`src/rtl/my_chip.sv`:
```
// my_chip: bit-serial multiply-accumulate with a 12-bit pin interface.
// Define SYNC_INPUTS_EN to route io_in[11:7] through a 2-flop synchronizer.
module my_chip #(
    parameter int WIDTH     = 8,
    parameter int ACC_WIDTH = 20,
    parameter int NUM_MACS  = 9
) (
    input  logic        clock,
    input  logic        reset,
    input  logic [11:0] io_in,
    output logic [11:0] io_out
);
    localparam int CW = $clog2(WIDTH + 1);
    localparam int IW = $clog2(WIDTH);
    localparam int MW = $clog2(NUM_MACS + 1);
    typedef enum logic [2:0] {S_IDLE, S_LOAD, S_MUL, S_WAIT, S_DONE} state_t;
    state_t state;
    logic [4:0] ctl;
    logic start, shift_a, shift_b, shift, do_next, shift_d, shift_rise;
    logic [WIDTH-1:0] a, b;
    logic [2*WIDTH-1:0] product, partial;
    logic [ACC_WIDTH-1:0] acc;
    logic [ACC_WIDTH:0] sum;
    logic carry, end_mul, finish;
    logic [CW-1:0] bit_cnt;
    logic [MW-1:0] mac_cnt;
    logic unused_io;
`ifdef SYNC_INPUTS_EN
    logic [4:0] sync_1, sync_2;
    always_ff @(posedge clock or posedge reset)
        if (reset) begin
            sync_1 <= '0;
            sync_2 <= '0;
        end else begin
            sync_1 <= io_in[11:7];
            sync_2 <= sync_1;
        end
    assign ctl = sync_2;
`else
    assign ctl = io_in[11:7];
`endif
    assign unused_io = ^io_in[6:0];
    assign {start, shift_a, shift_b, shift, do_next} = ctl;
    assign shift_rise = shift & ~shift_d;
    always_comb begin
        partial = b[bit_cnt[IW-1:0]] ? ({{WIDTH{1'b0}}, a} << bit_cnt) : '0;
        sum = {1'b0, acc} + (ACC_WIDTH+1)'(product);
    end
    always_ff @(posedge clock or posedge reset) begin
        if (reset) begin
            state   <= S_IDLE;
            a       <= '0;
            b       <= '0;
            product <= '0;
            acc     <= '0;
            carry   <= 1'b0;
            bit_cnt <= '0;
            mac_cnt <= '0;
            shift_d <= 1'b0;
            end_mul <= 1'b0;
            finish  <= 1'b0;
        end else begin
            shift_d <= shift;
            if (start) begin
                state   <= S_LOAD;
                acc     <= '0;
                carry   <= 1'b0;
                bit_cnt <= '0;
                mac_cnt <= '0;
                end_mul <= 1'b0;
                finish  <= 1'b0;
            end else begin
                case (state)
                    S_LOAD:
                        if (shift_rise) begin
                            a       <= {a[WIDTH-2:0], shift_a};
                            b       <= {b[WIDTH-2:0], shift_b};
                            bit_cnt <= bit_cnt + 1'b1;
                            if (bit_cnt == CW'(WIDTH - 1)) begin
                                state   <= S_MUL;
                                product <= '0;
                                bit_cnt <= '0;
                            end
                        end
                    S_MUL:
                        // WIDTH shift-add cycles, then one cycle to fold the product in
                        if (bit_cnt == CW'(WIDTH)) begin
                            acc     <= sum[ACC_WIDTH-1:0];
                            carry   <= carry | sum[ACC_WIDTH];
                            mac_cnt <= mac_cnt + 1'b1;
                            if (mac_cnt == MW'(NUM_MACS - 1)) begin
                                state  <= S_DONE;
                                finish <= 1'b1;
                            end else begin
                                state   <= S_WAIT;
                                end_mul <= 1'b1;
                            end
                        end else begin
                            product <= product + partial;
                            bit_cnt <= bit_cnt + 1'b1;
                        end
                    S_WAIT:
                        if (do_next) begin
                            state   <= S_LOAD;
                            bit_cnt <= '0;
                            end_mul <= 1'b0;
                        end
                    S_DONE:
                        if (shift_rise)
                            acc <= acc >> 1;
                    default: ;
                endcase
            end
        end
    end
    assign io_out = {carry, finish, finish & acc[0], end_mul, 8'b0};
endmodule

```
`config.mk`:
```
export PLATFORM = sky130hd
export DESIGN_NAME = my_chip
export DESIGN_NICKNAME = d
export VERILOG_FILES = /design/src/rtl/my_chip.sv
export SDC_FILE = /design/constraint.sdc
export NUM_CORES = 1
export LEC_CHECK = 0
export BUFFER_PORTS_ARGS = -buffer_cell sky130_fd_sc_hd__buf_2
export CAP_MARGIN = 20
export CORE_UTILIZATION = 67
export CTS_CLUSTER_DIAMETER = 120
export CTS_CLUSTER_SIZE = 25
export DETAILED_ROUTE_END_ITERATION = 6
export PLACE_DENSITY = 0.86
export SYNTH_ARGS = -nofsm -noshare
export SYNTH_HDL_FRONTEND = slang
export SYNTH_SLANG_ARGS = --single-unit
```
`constraint.sdc`:
```
create_clock -name clock -period 10.1 [get_ports clock]
set_input_delay 2.02 -clock clock [delete_from_list [all_inputs] [get_ports clock]]
set_output_delay 2.02 -clock clock [all_outputs]
set_load 0.02 [all_outputs]
```
==> results.txt <==
- Setup slack closes at ~5.2 ns.
* CTS H-tree depth: 3
* Clock tree skew after final layout: 0.0153 ns
* Required time of the critical path: around 10 ns
* Avg WL per Cell: 17.4 um
- The floorplan step defined a core boundary enclosing around 7300 um^2.
* Total clock buffers created by CTS: 9
- Worst VDD drop: 0.117 mV
- After legalization and detailed placement, the total HPWL measured 8140 um.
- Setup violations remaining at the end of the flow were counted as 0.
- In this run the vertical extent of the chip is between 80 and 90 um.
* Clk pin slew, worst setup/hold paths: approximately 0.09 ns
* Post-synthesis to final-layout area growth: 4.91%
- For the worst setup path, the data arrival time is 5.16 ns.
- GR Overflow Total: 0
- The post-route netlist has about an eighth of its cells at a drive strength greater than 1.
- The via count of the first global-routing pass was 3921.
- Floorplan die area: 7840 um^2
- Number of clock sinks: 67
- Maximum number of pins on one net before global-route repair: around 70
- In this run the worst hold path is classified as flop to flop.
- Rel. slew slack: around 40%
- Final Max Slew Viols: 0
* TritonCTS clock tree: built
- The routed design has ~11000 um of wire.
- Chip Width: around 90 um
- Number of DRC markers after the initial detailed-route iteration: between 200 and 250
- Most frequent CP cell: sky130_fd_sc_hd__a21o_1
* Count of unique library cells instantiated by Yosys: 60
* Max Clock Freq: just over 200 MHz
- Total routing resource utilization after global routing: between 30% and 40%
- Gp weighted congestion: roughly 0.94
* Most common cell after layout, fill and taps aside: sky130_fd_sc_hd__dfrtp_1
- The signal on the critical path passes through mux4_2 -> mux2i_1 -> or2_1 -> nor3_1 -> ha_1 -> fa_1 -> a21o_1 -> a21o_1 -> a2111oi_4 -> o21ai_1 -> a21o_1 -> a21o_1 -> xor2_1 -> a22o_1.
* Total of flip-flops plus latches after synthesis: 67
- For this configuration, the core starts out at a cell density of 69.2%.
* Reported max-cap violation count: 0
- For this design the ratio of total power to cell area is 152 nW/um^2.
- Dominant synthesized flop cell: sky130_fd_sc_hd__dfrtp_1
* Worst Path Max Fanout: 24
- Part of the cycle the worst path needs: about 49%
* Sum Neg Setup Slack: 0 ns
- In this design, the largest share of critical-path delay is due to compound AO/OA/AOI/OAI gates.
- Number of antenna cells inserted: 0
- The first global-routing pass estimated 18200 um of wire.
- Yosys attributes the largest share of cell area to sky130_fd_sc_hd__dfrtp_1 33%, sky130_fd_sc_hd__ha_1 8.7%, sky130_fd_sc_hd__mux2_2 4.0%.
- Number of nets in the layout: around 590
* Area fraction of the dominant cell type after synthesis: between 30% and 40%
* Worst slack, placed: ~5.3 ns
- Vias per std cell: between 6 and 7
- Post-route DRC violation count: 0
- Number of cells upsized or downsized after cts: 0
- The cell sitting at the root of the clock tree is a sky130_fd_sc_hd__clkbuf_8.
- Sequential cells were found to cover between 30% and 40% of the synthesized design area.
* Max Root-Sink Buffers: 2
* Number of synthesized flops with an enable pin: 0
* Core Util, Final: 72.6%
- In this run the remaining antenna-violating nets after routing total 0.
- Longest individual stage delay on the worst path: 0.93 ns
* Post-synthesis average cell area: between 9 and 10 um^2
- Cell area after synthesis: 5020 um^2
* Std-Cell Rows: 31
* Share of flip-flops with an asynchronous set or reset after synthesis: 100%
* Worst-Margin Slew: 0.894 ns
- Final hold analysis gives a worst-case slack of between 0.4 and 0.5 ns.
- Cell taking the most area after synthesis: sky130_fd_sc_hd__dfrtp_1
- Unrepaired setup endpoints after global routing: false
* Top-Level Pins: 26
* Antenna violations before repair: 0
- At the later pin of the worst-skew pair, clock insertion delay measures ~0.36 ns.
- Standard cell with the maximum stage delay on the critical path: sky130_fd_sc_hd__dfrtp_1
- Placed cells: between 600 and 700
- Critical path class: flop to flop
- Port-buffer cells: 10
* Commonest cells after routing, fill and taps aside: 67 x sky130_fd_sc_hd__dfrtp_1, 47 x sky130_fd_sc_hd__nor2_1, 43 x sky130_fd_sc_hd__nand2_1
- The hold violation total from the final report is 0.
* Static Leakage: about 2.5 nW
- Detailed-route via count: 4213
- Critical path buffer and inverter count: 0
- First-pass detailed-route iteration total: 5
- Once the clock tree was built, the setup fixing pass inserted 0 buffers.
* Synth warnings: 0
- STA classifies the critical path startpoint as a flop.
- Post-synthesis cell count: 545
- The finished layout holds ~650 standard cells, fillers aside.
* Crit path time final: about 4.9 ns
- Hold_buf cts: 0
* Status: finished, final reports clean
- The worst setup path is captured at a flop.
synth_stat cells, types with 4 or more instances:
library cell and n:
sky130_fd_sc_hd__nor2b_1 8, sky130_fd_sc_hd__mux4_2 6, sky130_fd_sc_hd__xor2_1 13, sky130_fd_sc_hd__nor2_1 47
sky130_fd_sc_hd__buf_2 5, sky130_fd_sc_hd__o21ai_0 18, sky130_fd_sc_hd__and3_1 6, sky130_fd_sc_hd__o31ai_1 7
sky130_fd_sc_hd__nor3_1 14, sky130_fd_sc_hd__nand2b_1 6, sky130_fd_sc_hd__nand3_1 8, sky130_fd_sc_hd__inv_1 12
sky130_fd_sc_hd__xnor2_1 13, sky130_fd_sc_hd__clkbuf_1 17, sky130_fd_sc_hd__mux2_2 18, sky130_fd_sc_hd__buf_4 11
sky130_fd_sc_hd__dfrtp_1 67, sky130_fd_sc_hd__o21ai_1 17, sky130_fd_sc_hd__ha_1 35, sky130_fd_sc_hd__nand2_1 43
sky130_fd_sc_hd__and2_1 5, sky130_fd_sc_hd__a22oi_1 7, sky130_fd_sc_hd__a22o_1 16, sky130_fd_sc_hd__o21a_1 7
sky130_fd_sc_hd__mux2i_1 8, sky130_fd_sc_hd__a21oi_1 40, sky130_fd_sc_hd__a31oi_1 5, sky130_fd_sc_hd__a21o_1 21
sky130_fd_sc_hd__o22ai_1 4, sky130_fd_sc_hd__a211oi_1 10, sky130_fd_sc_hd__a311oi_1 4
per-stage QoR:
step                      cell area, um^2  power (mW)
after CTS                            5260       0.797
after global routing                 5270       0.839
final                                5270       0.799
after global placement               5060       0.554
after detailed placement             5060       0.569
after floorplan                      5040       0.523
final timing paths:
kind | from | to | slack, ns | cells after the start
setup reg to reg | bit_cnt[1] | product[12] | 5.17 | 14
max in group asynchronous | reset | product[1] | 7.65 | 3
hold / removal | carry | carry | 0.48 | 1
min in group asynchronous | reset | bit_cnt[3] | 1.89 | 3
setup / recovery | bit_cnt[1] | product[12] | 5.17 | 14
hold reg to reg | carry | carry | 0.48 | 1
sequential cells by signal, summed over array words and instances, names as in the netlist:
name     count
acc         20
product     16
a            8
b            8
bit_cnt      4
mac_cnt      4
state        3
carry        1
end_mul      1
finish       1
shift_d      1
layout make-up:
cell class	instances	area, um^2
Fill cell	538	1990
Timing Repair Buffer	14	80.1
Clock inverter	7	75.1
Tap cell	99	124
Multi-Input combinational cell	435	3130
Clock buffer	9	124
Inverter	14	52.6
Sequential cell	67	1680
worst reg2reg max path, stage by stage, from the launching register on:
cell                        delay (ns)
sky130_fd_sc_hd__dfrtp_1          0.93
sky130_fd_sc_hd__mux4_2           0.61
sky130_fd_sc_hd__mux2i_1          0.46
sky130_fd_sc_hd__or2_1            0.33
sky130_fd_sc_hd__nor3_1           0.11
sky130_fd_sc_hd__ha_1             0.25
sky130_fd_sc_hd__fa_1             0.42
sky130_fd_sc_hd__a21o_1           0.18
sky130_fd_sc_hd__a21o_1           0.23
sky130_fd_sc_hd__a2111oi_4        0.40
sky130_fd_sc_hd__o21ai_1          0.20
sky130_fd_sc_hd__a21o_1           0.21
sky130_fd_sc_hd__a21o_1           0.18
sky130_fd_sc_hd__xor2_1           0.14
sky130_fd_sc_hd__a22o_1           0.17
cell families (layout without fill, tap and decap cells):
| logic type | count (synthesis) | in the layout | synth area share [%] |
|---|---|---|---|
| compound gates | 182 | 182 | 25.4 |
| simple gates | 150 | 150 | 14.0 |
| flops | 67 | 67 | 33.4 |
| buf+inv | 50 | 44 | 4.69 |
| fa+ha+maj | 37 | 37 | 9.52 |
| mux | 32 | 32 | 8.33 |
| xor+xnor | 26 | 26 | 4.54 |
| other cells | 1 | 8 | 0.0747 |
report_power, final:
group | internal [mW] | switching [mW]
Sequential | 0.300 | 0.0522
Combinational | 0.100 | 0.118
Clock | 0.115 | 0.113
Total | 0.515 | 0.284
per-layer routing:
metal / part of all wire (%) / track usage (%)
met4: 3.4 / 15.1
met3: 5.2 / 7.18
met1: 42 / 38.1
met2: 49 / 49.7
met5: 0 / 0
(Power assumes the default switching activity.)
